==> config.mk <==
export PLATFORM = sky130hd
export DESIGN_NAME = lbc_encoder_tx
export DESIGN_NICKNAME = d
export VERILOG_FILES = /design/src/rtl/lbc_encoder_tx.sv
export SDC_FILE = /design/constraint.sdc
export NUM_CORES = 1
export LEC_CHECK = 0
export CAP_MARGIN = 20
export CORE_UTILIZATION = 50
export DETAILED_ROUTE_END_ITERATION = 7
export PLACE_DENSITY = 0.81
export SLEW_MARGIN = 10
export SYNTH_ARGS = -nofsm -noshare
export SYNTH_HDL_FRONTEND = slang
export SYNTH_SLANG_ARGS = --single-unit
==> constraint.sdc <==
create_clock -name clk_i -period 1.7 [get_ports clk_i]
set_input_delay 0.34 -clock clk_i [delete_from_list [all_inputs] [get_ports clk_i]]
set_output_delay 0.34 -clock clk_i [all_outputs]
set_load 0.05 [all_outputs]
==> src/rtl/lbc_encoder_tx.sv <==
// (13,8) linear block code transmitter: byte in over valid/ready, codeword out in
// parallel and as a framed serial stream. Optional ENC_ERR_INJECT_EN adds err_mask_i.
`timescale 1ns / 1ps

module lbc_encoder_tx #(
  parameter int unsigned IDLE_GAP  = 0,
  parameter bit          LSB_FIRST = 1'b1
) (
  input  logic        clk_i,
  input  logic        rst_i,
  input  logic [7:0]  d_i,
  input  logic        d_valid_i,
`ifdef ENC_ERR_INJECT_EN
  input  logic [12:0] err_mask_i,
`endif
  output logic        d_ready_o,
  output logic [12:0] cx_o,
  output logic        cx_valid_o,
  output logic        sout_o,
  output logic        sout_valid_o,
  output logic        sout_sof_o,
  output logic        busy_o
);

  localparam bit          HasGap  = (IDLE_GAP > 0);
  localparam int unsigned GapW    = (IDLE_GAP > 1) ? $clog2(IDLE_GAP) : 1;
  localparam logic [GapW-1:0] GapLast = HasGap ? GapW'(IDLE_GAP - 1) : '0;
  localparam logic [3:0]  LastBit = 4'd12;

  typedef enum logic [1:0] {StIdle, StShift, StGap} state_e;

  state_e            state_q;
  logic [3:0]        cnt_q;
  logic [GapW-1:0]   gap_q;
  logic [12:0]       shreg_q;
  logic [12:0]       cx_q;
  logic              cx_valid_q;
  logic              sout_q;
  logic              sout_valid_q;
  logic              sout_sof_q;

  logic [12:0]       cw;
  logic              xfer;
  logic              load_bit;
  logic [12:0]       load_sh;
  logic              next_bit;
  logic [12:0]       next_sh;

  always_comb begin
    cw       = '0;
    cw[7:0]  = d_i;
    cw[8]    = d_i[0] ^ d_i[1] ^ d_i[2] ^ d_i[4] ^ d_i[5] ^ d_i[6];
    cw[9]    = d_i[0] ^ d_i[1] ^ d_i[6];
    cw[10]   = d_i[4] ^ d_i[6];
    cw[11]   = d_i[2] ^ d_i[3] ^ d_i[4];
    cw[12]   = d_i[0];
`ifdef ENC_ERR_INJECT_EN
    cw       = cw ^ err_mask_i;
`endif
  end

  // The first bit goes straight to sout; the shift register holds the rest.
  always_comb begin
    load_bit = LSB_FIRST ? cw[0] : cw[12];
    load_sh  = LSB_FIRST ? {1'b0, cw[12:1]} : {cw[11:0], 1'b0};
    next_bit = LSB_FIRST ? shreg_q[0] : shreg_q[12];
    next_sh  = LSB_FIRST ? {1'b0, shreg_q[12:1]} : {shreg_q[11:0], 1'b0};
  end

  always_comb begin
    d_ready_o = (state_q == StIdle) ||
                (!HasGap && (state_q == StShift) && (cnt_q == LastBit));
    xfer      = d_valid_i && d_ready_o;
    busy_o    = (state_q != StIdle);
  end

  always_ff @(posedge clk_i or posedge rst_i) begin
    if (rst_i) begin
      state_q      <= StIdle;
      cnt_q        <= '0;
      gap_q        <= '0;
      shreg_q      <= '0;
      cx_q         <= '0;
      cx_valid_q   <= 1'b0;
      sout_q       <= 1'b0;
      sout_valid_q <= 1'b0;
      sout_sof_q   <= 1'b0;
    end else begin
      cx_valid_q <= 1'b0;
      if (xfer) begin
        state_q      <= StShift;
        cnt_q        <= '0;
        shreg_q      <= load_sh;
        cx_q         <= cw;
        cx_valid_q   <= 1'b1;
        sout_q       <= load_bit;
        sout_valid_q <= 1'b1;
        sout_sof_q   <= 1'b1;
      end else begin
        case (state_q)
          StIdle: begin
            sout_q       <= 1'b0;
            sout_valid_q <= 1'b0;
            sout_sof_q   <= 1'b0;
          end
          StShift: begin
            sout_sof_q <= 1'b0;
            if (cnt_q == LastBit) begin
              sout_q       <= 1'b0;
              sout_valid_q <= 1'b0;
              gap_q        <= '0;
              state_q      <= HasGap ? StGap : StIdle;
            end else begin
              cnt_q   <= cnt_q + 4'd1;
              sout_q  <= next_bit;
              shreg_q <= next_sh;
            end
          end
          StGap: begin
            sout_q       <= 1'b0;
            sout_valid_q <= 1'b0;
            sout_sof_q   <= 1'b0;
            if (gap_q == GapLast) begin
              state_q <= StIdle;
            end else begin
              gap_q <= gap_q + 1'b1;
            end
          end
          default: begin
            state_q      <= StIdle;
            sout_q       <= 1'b0;
            sout_valid_q <= 1'b0;
            sout_sof_q   <= 1'b0;
          end
        endcase
      end
    end
  end

  assign cx_o         = cx_q;
  assign cx_valid_o   = cx_valid_q;
  assign sout_o       = sout_q;
  assign sout_valid_o = sout_valid_q;
  assign sout_sof_o   = sout_sof_q;

endmodule

==> results.md, run 1 <==
- DR WL/cell: 16.4 µm
- Yosys Warn Count: 0
- Max clock buf depth: 2
- Die height: 56.9 µm
- Avg Cell Area, Syn: 12.4 µm²
- Maximum VDD drop: 1300 µV
- Antenna Cells: 0
- Crit Path Max Fanout: 3
- Max-slew violation count: 0
- Achievable Freq: 539 MHz
- Initial antenna violation count: 0
- DRT iter0 DRCs: 42
- Synth Area in Adders: 0.0166
- First-pass GRT wire length: 5190 µm
- Failing checks: design-rule violations, negative setup slack
- Cell variety after synth: 31
- First-pass DRT Iterations: 6
- Commonest non-fill, non-tap cell in the layout: buf_4
- Critical Path AT: 1.51 ns
- GP Congestion: 0.769
- Final setup margin: -0.154 ns
- Hold_ws: 0.385 ns
- Largest net degree at the start of global routing: 33
- Simple-Gate Fraction of Synth Area: 0.0756
- Mapped cell area: 1510 µm²
- CTS clk-pin slew, worst paths: 0.10 ns
- Layout Nets: 184
- Compound-Gate Fraction of Synth Area: 0.0897
- Starting Density: 0.537
- Clock sinks: 32
- Most frequent cells in the layout: buf_4, dfrtp_1, nand3_1
- RSZ-0062 raised after global routing: true
- Number of synthesized register bits: 32
- WL final: 3330 µm
- Area Growth Syn to Fin: 37.1%
- Worst setup EP type: primary output
- IO Port Bufs: 29
- # DRC: 6
- Most used DFF post-synth: dfrtp_1
- Slew headroom: 0.737
- Post-Synth XOR/XNOR Area: 0.0723
- # rows: 19
- Share of cells above drive strength 1: 0.407
- Detailed placement HPWL: 2230 µm
- Clock root cell: clkbuf_4
- CTS tree: built
- Min-delay worst type: input port to asynchronous set/reset pin
- Vias: 1,107
- Die area: 3240 µm²
- Core Region: 2810 µm²
- MaxCap Viol Count: 0
- Final setup viols: 3
- Ys async rst share: 1.00
- Outcome: finished, violations left
- Total congestion overflow: 0
- Critical path class: flop to primary output
- Static Leak: 1.04 nW
- Least-Margin Pin Slew: 0.395 ns
- PwrDens: 1910 nW/µm²
- Final hold vios: 0
- IO Count: 30
- CTS Hold Bufs: 0
- Final min period: 1.85 ns
- CTS buffer count: 5
- Antenna viol nets, final: 0
- Largest family of logic cells by synthesized area: multiplexers
- Synth Net Count: 134
- Gate Count Post-Synth: 121
- Vias in the first global route: 1,143
- Seq/Total Area, Yosys: 0.532
- Clock latency on the worst-skew pair: 0.33 ns
- GRT Total Usage: 0.223
- Worst Skew: 0.00638 ns
- CP Launch Type: flop
- Die outline width: 56.9 µm
- EDFF count, synth: 0
- Period utilisation layout: 1.09
- Placed cells: 189
- Fin cells: 203
- Worst EP required: 1.36 ns
- Via-to-Cell Ratio: 5.45
- CTS H-Tree Depth: 2
- Multiplexer share of the synthesized area: 0.168
## synth_stat cells, types with 2 or more instances
master | number | share of area
nor2b_1 | 2 | 0.0083
dfrtp_1 | 32 | 0.53
inv_1 | 6 | 0.015
mux2i_1 | 11 | 0.073
a22o_1 | 2 | 0.012
nand3_1 | 13 | 0.043
buf_2 | 3 | 0.010
clkbuf_1 | 2 | 0.0050
o21ai_0 | 10 | 0.033
buf_4 | 2 | 0.010
xnor2_1 | 3 | 0.017
nor2_1 | 3 | 0.0075
nand2_1 | 2 | 0.0050
mux2_2 | 10 | 0.075
a21oi_1 | 2 | 0.0066
mux2_4 | 2 | 0.020
ha_1 | 2 | 0.017
## flip-flops by register name, indices dropped and copies added, names as in the netlist
signal and cells:
shreg_q 12, sout_valid_o 1, sout_sof_o 1, sout_o 1, cnt_q 4, cx_o 12, state_q 1
## cell type report
class | count | area [µm²]
flip-flops and latches | 32 | 802
fillers | 197 | 739
multi-input cells | 74 | 679
repair buffers | 50 | 433
clock buffers | 6 | 41.3
well taps | 31 | 38.8
inverters | 8 | 36.3
clock inverters | 2 | 35.0
## metal layers
| metal | wire length (µm) | track usage | share of wire |
|---|---|---|---|
| met5 | 0 | 0 | 0 |
| met4 | 65 | 0.111 | 0.020 |
| met3 | 156 | 0.0876 | 0.047 |
| met2 | 1640 | 0.341 | 0.49 |
| met1 | 1470 | 0.273 | 0.44 |
## cell families after synthesis
group	count (synthesis)
fa+ha+maj	2
buf+inv	15
simple gates	22
xor+xnor	7
flops	32
compound gates	20
mux	23
## critical path, cell delays in order (launching register included)
cell and delay, ns:
dfrtp_1 0.38, inv_2 0.06, ha_4 0.15, and3_4 0.19, nor2_4 0.12, clkinvlp_4 0.12
buf_8 0.16
## metrics by stage
stage	setup WS (ns)	utilization	power [mW]	instance area, µm²	setup TNS [ns]
4_1_cts	-0.196	0.719	3.87	2020	-0.196
5_1_grt	-0.228	0.736	4.15	2070	-0.603
2_1_floorplan	-0.0356	-	2.59	1520	-0.0356
3_5_place_dp	-0.101	0.677	3.20	1900	-0.365
6_report	-0.154	0.736	3.95	2070	-0.194
3_3_place_gp	-0.0532	0.677	3.13	1900	-0.106
## worst paths after layout
path / slack [ns] / start / endpoint / depth (start not counted)
max in group asynchronous: 1.01 / rst_i / state_q[0] / 3
min in group clk_i: 0.49 / sout_valid_o / sout_valid_o / 1
worst max register to register: -0.03 / cnt_q[1] / cx_o[6] / 7
worst min register to register: 0.49 / sout_valid_o / sout_valid_o / 1
worst max-delay path: -0.15 / cnt_q[1] / d_ready_o / 6
worst min-delay path: 0.38 / rst_i / cx_o[4] / 3
## power by group
group          switching [mW]  internal [mW]
logic                    1.21          0.895
registers               0.215           1.07
clock network           0.252          0.308
## what timing repair did
action,in CTS,in global routing
pin swaps,2,1
resized for setup,6,7
endpoints found under the hold margin,0,0
setup buffers,3,3
setup endpoints to repair,1,1
No activity file was read; power rests on OpenSTA's default activity.
==> run 2, diff against run 1 <==
MAX_ROUTING_LAYER = met4   (was not set)
==> results.md, run 2 (same netlist as run 1, synthesis figures left out) <==
- CTS H-Tree Depth: 2
- Seq pwr share: 0.326
- # rows: 19
- Die height: 56.9 µm
- Largest stage delay, worst path: 0.38 ns
- R2R Path End: cx_o[6]
- Layout Nets: 184
- WL final: 3300 µm
- DR WL/cell: 16.2 µm
- Largest net degree at the start of global routing: 33
- Int Pwr: 2.28 mW
- Least-Margin Pin Slew: 0.394 ns
- Worst Skew: 0.00679 ns
- GP Congestion: 0.779
- Slew headroom: 0.738
- Starting Density: 0.537
- Final setup viols: 3
- CP top delay family: flip-flops
- Via-to-Cell Ratio: 5.53
- Max-slew violation count: 0
- Most frequent cells in the layout: buf_4, dfrtp_1, nand3_1
- Psw: 1.68 mW
- Total congestion overflow: 0
- First-pass DRT Iterations: 6
- Antenna Cells: 0
- # DRC: 6
- Static Leak: 1.04 nW
- Clock sinks: 32
- First-pass GRT wire length: 5180 µm
- CP Launch Type: flop
- Share of cells above drive strength 1: 0.407
- Multi-input logic area: 679 µm²
- GRT Total Usage: 0.227
- Final Util: 0.736
- CTS tree: built
- Fin cells: 203
- Layout fillers: 197
- Antenna viol nets, final: 0
- Hold_ws: 0.379 ns
- CP Launch Point: cnt_q[1]
- CTS clk-pin slew, worst paths: 0.10 ns
- CTS Hold Bufs: 0
- Vias in the first global route: 1,144
- Worst setup EP type: primary output
- IO Port Bufs: 29
- Vias: 1,123
- Die outline width: 56.9 µm
- Critical path class: flop to primary output
- CTS buffer count: 5
- Sw Share: 0.424
- PwrDens: 1910 nW/µm²
- R2r setup slk: -0.03 ns
- Initial antenna violation count: 0
- Clock latency on the worst-skew pair: 0.34 ns
- Final min period: 1.86 ns
- MaxCap Viol Count: 0
- Die area: 3240 µm²
- DRT iter0 DRCs: 52
- Crit path buf inv count: 3
- Max clock buf depth: 2
- Clock root cell: clkbuf_4
- Commonest non-fill, non-tap cell in the layout: buf_4
- Maximum VDD drop: 1300 µV
- IO Count: 30
- Core Region: 2810 µm²
- Final hold vios: 0
- Achievable Freq: 538 MHz
- Tot Pwr: 3.95 mW
- Sum of negative setup slack: -0.198 ns
- Combinational Power Share: 0.532
- Worst path cell trace: inv_2 > ha_4 > and3_4 > nor2_4 > clkinvlp_4 > buf_8
- Critical Path AT: 1.52 ns
- Worst EP required: 1.36 ns
- Reg2Reg Launch Point: cnt_q[1]
- Min-delay worst type: input port to asynchronous set/reset pin
- Detailed placement HPWL: 2230 µm
- Crit Path Max Fanout: 3
- Final setup margin: -0.160 ns
- Slowest cell on the critical path: dfrtp_1
- Period utilisation layout: 1.09
- Worst reg-to-reg path cell count: 7
- Sequential Area: 802 µm²
- Failing checks: design-rule violations, negative setup slack
- RSZ-0062 raised after global routing: true
- Outcome: finished, violations left
- Placed cells: 189
- Clock share of power: 0.142
- Area Growth Syn to Fin: 37.1%
run 2: cell counts in the layout (fill, tap and decap cells not counted):
Identical to the previous run, type by type.
run 2: routing by layer:
layer,GRT usage,vias to the layer above,routed length (µm)
li1,-,524,-
met1,0.267,548,1430
met2,0.345,39,1600
met3,0.0806,12,161
met4,0.111,0,97
met5,-,-,0
run 2: final cells by class:
| cell class | instances | area share |
|---|---|---|
| clock buffers | 6 | 0.0200 |
| well taps | 31 | 0.0188 |
| repair buffers | 50 | 0.210 |
| flip-flops and latches | 32 | 0.388 |
| inverters | 8 | 0.0176 |
| multi-input cells | 74 | 0.329 |
| clock inverters | 2 | 0.0170 |
run 2: worst reg2reg max path: stages, from the launching register on:
cell and delay (ns):
dfrtp_1 0.38, inv_2 0.06, ha_4 0.16, and3_4 0.19
buf_4 0.14, o21ai_4 0.19, buf_12 0.17, mux2_2 0.35
run 2: per-stage QoR:
stage,cell area [µm²],setup WS [ns]
global placement,1900,-0.0532
global route,2070,-0.224
detailed placement,1900,-0.101
CTS,2020,-0.196
finish,2070,-0.160
floorplan,1520,-0.0356
run 2: worst max-delay path by stage:
stage            endpoint  slack, ns  cells after the start
2_1_floorplan  shreg_q[9]      -0.04                      6
3_3_place_gp     cx_o[11]      -0.05                      3
3_5_place_dp   shreg_q[7]      -0.10                      4
4_1_cts         d_ready_o      -0.20                      6
5_1_grt         d_ready_o      -0.22                      6
6_report        d_ready_o      -0.16                      6
run 2: repair_timing:
action | CTS | global route
gates resized for setup | 6 | 7
setup buffers | 3 | 3
pin swaps | 2 | 1
setup endpoints to repair | 1 | 1
gates cloned | 0 | 0
run 2: power by group through the flow:
| stage | Combinational [mW] | Clock, mW | Sequential, mW |
|---|---|---|---|
| after floorplan | 0.752 | 0 | 1.84 |
| after global placement | 1.86 | 0 | 1.26 |
| after detailed placement | 1.91 | 0 | 1.28 |
| after CTS | 2.01 | 0.588 | 1.27 |
| after global routing | 2.22 | 0.613 | 1.32 |
| final | 2.10 | 0.562 | 1.29 |
==> run 3, diff against run 2 <==
CAP_MARGIN = 10   (was 20)
CORE_MARGIN = 2   (was not set)
==> results.md, run 3 (same netlist as run 1, synthesis figures left out) <==
- # rows: 19
- CTS tree: built
- Final setup margin: -0.124 ns
- Largest stage delay, worst path: 0.38 ns
- Starting Density: 0.537
- CTS clk-pin slew, worst paths: 0.09 ns
- GRT Total Usage: 0.221
- WL final: 3330 µm
- Placed cells: 190
- RSZ-0062 raised after global routing: true
- Maximum VDD drop: 1220 µV
- CTS H-Tree Depth: 2
- Share of cells above drive strength 1: 0.405
- Least-Margin Pin Slew: 0.407 ns
- Layout fillers: 197
- Worst EP required: 1.36 ns
- Period utilisation layout: 1.07
- Die area: 3470 µm²
- First-pass DRT Iterations: 6
- First-pass GRT wire length: 5260 µm
- Initial antenna violation count: 0
- Die outline width: 58.9 µm
- Area Growth Syn to Fin: 33.9%
- Critical Path AT: 1.48 ns
- Antenna viol nets, final: 0
- CTS buffer count: 5
- MaxCap Viol Count: 0
- IO Port Bufs: 29
- CP Launch Type: flop
- Max clock buf depth: 2
- Pre-CTS WS: -0.0918 ns
- # DRC: 4
- Fin area: 2020 µm²
- Layout Nets: 185
- Crit Path Max Fanout: 3
- Vias in the first global route: 1,100
- Vias: 1,109
- Worst Skew: 0.00755 ns
- Final hold vios: 0
- Achievable Freq: 548 MHz
- Final setup viols: 9
- DR WL/cell: 16.3 µm
- PwrDens: 1870 nW/µm²
- Final min period: 1.82 ns
- Critical path class: flop to primary output
- Failing checks: design-rule violations, negative setup slack
- IO Count: 30
- DRT iter0 DRCs: 40
- Tot Pwr: 3.77 mW
- Largest net degree at the start of global routing: 33
- GP Congestion: 0.763
- Detailed placement HPWL: 2290 µm
- Static Leak: 0.992 nW
- Hold_ws: 0.396 ns
- Fin cells: 204
- Placed inst area: 1890 µm²
- Total congestion overflow: 0
- Outcome: finished, violations left
- Clock latency on the worst-skew pair: 0.33 ns
- Max-slew violation count: 0
- Slowest cell on the critical path: dfrtp_1
- Clock root cell: clkbuf_4
- Most frequent cells in the layout: buf_4, dfrtp_1, nand3_1
- Worst setup EP type: primary output
- Die height: 58.9 µm
- Clock sinks: 32
- Slew headroom: 0.729
- Commonest non-fill, non-tap cell in the layout: buf_4
- Core Region: 2810 µm²
- Worst path cell trace: inv_2 > ha_4 > and3_4 > nor2_4 > clkinvlp_4 > buf_8
- Via-to-Cell Ratio: 5.44
- Antenna Cells: 0
- Min-delay worst type: input port to asynchronous set/reset pin
==> run 3: cell type report <==
| type | instances | area, µm² | area share |
|---|---|---|---|
| Inverter | 8 | 36.3 | 0.0180 |
| Timing Repair Buffer | 51 | 428 | 0.212 |
| Clock buffer | 8 | 58.8 | 0.0292 |
| Multi-Input combinational cell | 74 | 653 | 0.324 |
| Sequential cell | 32 | 802 | 0.398 |
| Tap cell | 31 | 38.8 | 0.0192 |
==> run 3: repair_timing <==
item	CTS	global route
buffers inserted	3	3
setup endpoints to repair	5	1
resized for setup	6	0
pin swaps	2	2
hold buffers	0	0
==> run 3: power breakdown <==
group | switching, mW | internal, mW
clock | 0.253 | 0.204
sequential | 0.199 | 1.07
combinational | 1.20 | 0.836
==> run 3: path summary, 6_finish.rpt <==
check,from,slack [ns],cells after the start,to
max in group asynchronous,rst_i,0.99,3,state_q[0]
worst max register to register,cnt_q[1],-0.06,7,cx_o[0]
min in group clk_i,sout_valid_o,0.50,1,sout_valid_o
worst min register to register,sout_valid_o,0.50,1,sout_valid_o
worst min-delay path,rst_i,0.40,3,shreg_q[3]
worst max-delay path,cnt_q[1],-0.12,6,d_ready_o
==> run 3: worst max-delay path: cells and delay by family, from the launching register on <==
kind          cells  cell delay [ns]
buf+inv           3             0.32
fa+ha+maj         1             0.15
flops             1             0.38
simple gates      2             0.30
==> run 3: layer usage <==
| metal | up-vias | wire [µm] | GRT usage |
|---|---|---|---|
| li1 | 526 | - | - |
| met5 | - | 0 | - |
| met1 | 547 | 1450 | 0.279 |
| met4 | 0 | 74 | 0.107 |
| met2 | 27 | 1670 | 0.338 |
| met3 | 9 | 133 | 0.0462 |
==> run 3: through the flow <==
step | util | setup TNS (ns)
6_report | 0.719 | -0.467
5_1_grt | 0.719 | -0.972
4_1_cts | 0.711 | -0.166
3_5_place_dp | 0.675 | -0.276
3_3_place_gp | 0.675 | -0.146
2_1_floorplan | - | -0.0356
